<file path="src/rtl/alu_arb.sv">
// Two-requester sequencer in front of a shared 4-bit combinational ALU.
// One operation in flight at a time: IDLE -> EXEC -> RESP -> IDLE.
module alu_arb #(
    parameter int W    = 4,
    parameter int CNTW = 8
) (
    input  logic            clk,
    input  logic            rst_n,
    input  logic [1:0]      req_valid,
    output logic [1:0]      req_ready,
    input  logic [W-1:0]    req_a0,
    input  logic [W-1:0]    req_b0,
    input  logic [2:0]      req_ctrl0,
    input  logic [W-1:0]    req_a1,
    input  logic [W-1:0]    req_b1,
    input  logic [2:0]      req_ctrl1,
    output logic [1:0]      rsp_valid,
    input  logic [1:0]      rsp_ready,
    output logic [W-1:0]    rsp_res,
    output logic            rsp_car,
    output logic            rsp_of,
    output logic [W-1:0]    alu_a,
    output logic [W-1:0]    alu_b,
    output logic [2:0]      alu_ctrl,
    input  logic [W-1:0]    alu_res,
    input  logic            alu_car,
    input  logic            alu_of,
    output logic            busy,
    output logic [CNTW-1:0] done_cnt0,
    output logic [CNTW-1:0] done_cnt1,
    output logic [1:0]      state_dbg
);

    typedef enum logic [1:0] {
        IDLE = 2'd0,
        EXEC = 2'd1,
        RESP = 2'd2
    } state_t;

    state_t state;
    logic   last_grant;
    logic   gid;
    logic [1:0] grant;

    // Handshake: an operation transfers on a clock edge where req_valid[i] and
    // req_ready[i] are both high; a response transfers where rsp_valid[i] and
    // rsp_ready[i] are both high. Neither ready depends on the same-side valid
    // of the other requester except through the round-robin choice below.
    always_comb begin
        grant = 2'b00;
        if (rst_n && state == IDLE) begin
            case (req_valid)
                2'b01:   grant = 2'b01;
                2'b10:   grant = 2'b10;
                2'b11:   grant = last_grant ? 2'b01 : 2'b10;
                default: grant = 2'b00;
            endcase
        end
    end

    assign req_ready = grant;
    assign rsp_valid = (state == RESP) ? {gid, ~gid} : 2'b00;
    assign busy      = (state != IDLE);
    assign state_dbg = state;

    always_ff @(posedge clk or negedge rst_n) begin
        if (!rst_n) begin
            state      <= IDLE;
            last_grant <= 1'b1;
            gid        <= 1'b0;
            alu_a      <= '0;
            alu_b      <= '0;
            alu_ctrl   <= 3'b000;
            rsp_res    <= '0;
            rsp_car    <= 1'b0;
            rsp_of     <= 1'b0;
            done_cnt0  <= '0;
            done_cnt1  <= '0;
        end else begin
            case (state)
                IDLE: begin
                    if (grant != 2'b00) begin
                        gid <= grant[1];
                        if (grant[1]) begin
                            alu_a    <= req_a1;
                            alu_b    <= req_b1;
                            alu_ctrl <= req_ctrl1;
                        end else begin
                            alu_a    <= req_a0;
                            alu_b    <= req_b0;
                            alu_ctrl <= req_ctrl0;
                        end
                        state <= EXEC;
                    end
                end
                EXEC: begin
                    // Operands have been stable for a full cycle; sample the ALU.
                    rsp_res <= alu_res;
                    rsp_car <= alu_car;
                    rsp_of  <= alu_of;
                    state   <= RESP;
                end
                RESP: begin
                    if (rsp_ready[gid]) begin
                        last_grant <= gid;
                        if (gid) done_cnt1 <= done_cnt1 + CNTW'(1);
                        else     done_cnt0 <= done_cnt0 + CNTW'(1);
                        state <= IDLE;
                    end
                end
                default: state <= IDLE;
            endcase
        end
    end

endmodule

</file>
<file path="config.mk">
export PLATFORM = sky130hd
export DESIGN_NAME = alu_arb
export DESIGN_NICKNAME = d
export VERILOG_FILES = /design/src/rtl/alu_arb.sv
export SDC_FILE = /design/constraint.sdc
export NUM_CORES = 1
export LEC_CHECK = 0
export ABC_CLOCK_PERIOD_IN_PS = 3200
export BUFFER_PORTS_ARGS = -buffer_cell sky130_fd_sc_hd__buf_4
export CAP_MARGIN = 40
export CORE_AREA = 2 2 71 73
export DETAILED_ROUTE_END_ITERATION = 16
export DIE_AREA = 0 0 73 75
export GPL_ROUTABILITY_DRIVEN = 0
export PLACE_DENSITY = 0.67
export REMOVE_ABC_BUFFERS = 1
export SYNTH_ARGS = -nofsm -noshare
export SYNTH_HDL_FRONTEND = slang
export SYNTH_SLANG_ARGS = --single-unit
</file>
<file path="constraint.sdc">
create_clock -name clk -period 3.2 [get_ports clk]
set_input_delay 0.32 -clock clk [delete_from_list [all_inputs] [get_ports clk]]
set_output_delay 0.32 -clock clk [all_outputs]
set_load 0.005 [all_outputs]
</file>
==> key figures <==
Outcome
  – Status: complete, no violations

Yosys
  – Post-synth cell types: 37
  – Synth Instances: 159
  – Synth Cell Area: 1740 sq um
  – Yosys reg bits: 37
  – Seq/Total Area, Yosys: 0.533
  – Syn Area/Cell: 10.9 sq um
  – Synth warn: 0

Critical path
  – Crit path DAT: 2220 ps
  – Critical Path End Type: primary output
  – CP required: 2880 ps
  – Setup CP Type: primary input to primary output
  – Buffers plus inverters on the worst setup path: 3
  – Max Fanout on Critical Path: 39
  – Slowest stage cell, crit path: dlygate4sd3_1
  – Worst Setup Start Kind: primary input
  – Crit-path cells: dlygate4sd3_1 > buf_4 > or3b_4 > a211oi_2 > buf_4
  – Crit path max-delay family: buffers and inverters
  – Max incr delay on CP: 530 ps
  – Most frequent cell on the critical path: buf_4

Die
  – I/O pin total: 74
  – Die X: 73 um
  – Initial Util: 0.373
  – Core Area: 4660 sq um
  – Cell row count: 25
  – Die Ht: 75 um
  – Die ar.: 5480 sq um

Global routing
  – Largest net degree at the start of global routing: 40
  – Global route overflow: 0
  – Initial antenna violation count: 0
  – Global-route wire length before repair: 6.62 mm
  – Number of global-route vias before repair: 1428
  – Total track usage: 0.157

Layout
  – Fillers: 426
  – Seq. cell area: 927 sq um
  – Final #Nets: 267
  – Layout cells sized above 1: 0.372
  – Finished Layout Cells: 285
  – Antenna Diode Count: 0
  – Area growth, synth to finish: 37.9%
  – Multi-input gate area: 746 sq um

Timing
  – Max transition margin: 0.446
  – Hold_ws: 248 ps
  – Tmin final: 2540 ps
  – Worst slew pin tran: 829 ps
  – Fmax: 393 MHz
  – Final Setup Violations: 0
  – Final WS setup: 657 ps
  – Post-route clock period utilization: 0.795
  – Slew Limit Fails: 0
  – Sum Neg Setup Slack: 0 ps
  – Setup Skew: 4.66 ps
  – Unrepaired setup endpoints after global routing: no
  – Endpoints failing hold: 0

Drt
  – Drc violations: 0
  – First-pass iteration count of the detailed router: 4
  – 1st-iter DRT viols: 61
  – WL/cell: 14.2 um
  – Vias post-DR: 1455
  – Final wirelength: 4.06 mm
  – Antenna viol nets, final: 0
  – Vias/cell: 5.11

Clock tree
  – CTS tree: yes
  – Worst-Skew Late Latency: 280 ps
  – Setup bufs post-CTS: 0
  – Clk root buf: clkbuf_8
  – Max clock buf depth: 2
  – Worst-path clk slew: 60 ps
  – CTS buffer count: 5
  – Hold_buf cts: 1
  – Sink Count: 37
  – # resized after CTS: 0
  – # H-tree levels: 2

Run
  – Max-cap violations: 0

Pwr
  – Leak: 1.13 nW
  – Pwr dens: 750 nW/um^2
  – Peak supply drop: 0.243 mV

Min path
  – Worst hold path class: primary input to flip-flop

Placement
  – Number of port buffers: 73
  – Pre-CTS setup slack: 1160 ps
  – DP Cell Count: 277
  – Placed wire-length estimate: 2.97 mm
[state kept, by name, indices dropped and copies added, names as in the netlist, 2 cells and up]
register and count:
alu_a 4, alu_b 4, alu_ctrl 3, rsp_res 4, state_dbg 2, done_cnt0 8
done_cnt1 8
[Yosys cell counts, drive strengths merged]
cell	count	area [sq um]
nor3	2	10.0
a211oi	1	12.5
dfstp	1	26.3
and2	2	12.5
nand4	5	31.3
nand3	14	70.1
inv	2	7.51
nor2	2	7.51
xor2	3	26.3
nand3b	1	7.51
mux2i	1	10.0
clkbuf	2	7.51
and3b	1	8.76
ha	2	25.0
nand4b	1	8.76
a21boi	1	7.51
and4	1	8.76
or2	2	12.5
dfrtp	36	901
a21oi	12	60.1
xnor2	11	96.3
buf	8	52.6
a31oi	11	68.8
and4b	1	10.0
or3b	1	11.3
o21ai	12	60.1
a21bo	1	10.0
and3	2	12.5
nor3b	2	26.3
nand2	9	33.8
and4bb	1	12.5
nand2b	1	6.26
mux2	7	78.8
[routing by layer]
layer / vias up / track usage / share of wire / wire length [um]
met5: - / 0 / 0 / 0
met4: 0 / 0.0741 / 0.017 / 71
met3: 7 / 0.0361 / 0.054 / 218
met2: 48 / 0.255 / 0.50 / 2030
met1: 689 / 0.200 / 0.43 / 1740
li1: 711 / - / - / -
[report_power, final]
part | internal [W] | switching [W] | leakage, nW
Sequential | 0.000643 | 0.000174 | 0.453
Clock | 0.000171 | 0.000151 | 0.0443
Combinational | 0.000389 | 0.000272 | 0.629
Total | 0.00120 | 0.000597 | 1.13
[worst reg2reg max path: stages, from the launching register on]
cell and delay (ps):
dfrtp_1 510, nor3b_4 230, buf_4 270, and2_1 440, a31oi_1 150
[cell type report]
| type | count | share of cell area |
|---|---|---|
| timing repair buffer | 75 | 0.236 |
| clock buffer | 7 | 0.0360 |
| tap | 54 | 0.0282 |
| sequential | 37 | 0.386 |
| inverter | 2 | 0.00313 |
| multi-input combinational | 110 | 0.311 |
[path summary, 6_finish.rpt]
check                             start      endpoint  slack, ps  cells after the start
min in group asynchronous         rst_n  done_cnt1[5]        530                      2
max in group asynchronous         rst_n    last_grant       2310                      2
min reg2reg                done_cnt1[7]  done_cnt1[7]        470                      1
max reg2reg                state_dbg[1]   alu_ctrl[2]       1460                      4
max                               rst_n  req_ready[0]        660                      5
min                             alu_car       rsp_car        250                      2
[cells by family (layout without fill, tap and decap cells)]
family                   after synthesis  after routing  share of synthesized area
adder cells (fa/ha/maj)                2              2                     0.0144
flip-flops                            37             37                      0.533
XOR/XNOR                              14             14                     0.0705
multiplexers                           8              8                     0.0510
buffers and inverters                 12             84                     0.0388
AND/OR/NAND/NOR                       48             48                      0.167
AO/OA/AOI/OAI                         38             38                      0.126
[cell usage in the layout (no fill, tap or decap), types with 2 or more instances in the layout]
master / count
inv_1: 2
xor2_1: 3
a31oi_1: 11
nand3_1: 14
xnor2_1: 11
dfrtp_1: 36
and2_1: 2
a21oi_1: 12
and3_1: 2
mux2_1: 7
ha_1: 2
nor2_1: 2
nand4_1: 5
clkbuf_8: 6
buf_4: 74
nor3_1: 2
nand2_1: 9
o21ai_1: 11
[per-stage QoR]
step	util	total power [W]	instance area, sq um
after floorplan	-	0.00108	1680
after global placement	0.494	0.00147	2300
after detailed placement	0.494	0.00149	2300
after CTS	0.515	0.00182	2400
after global routing	0.515	0.00194	2400
final	0.515	0.00180	2400
(Power assumes the default switching activity.)
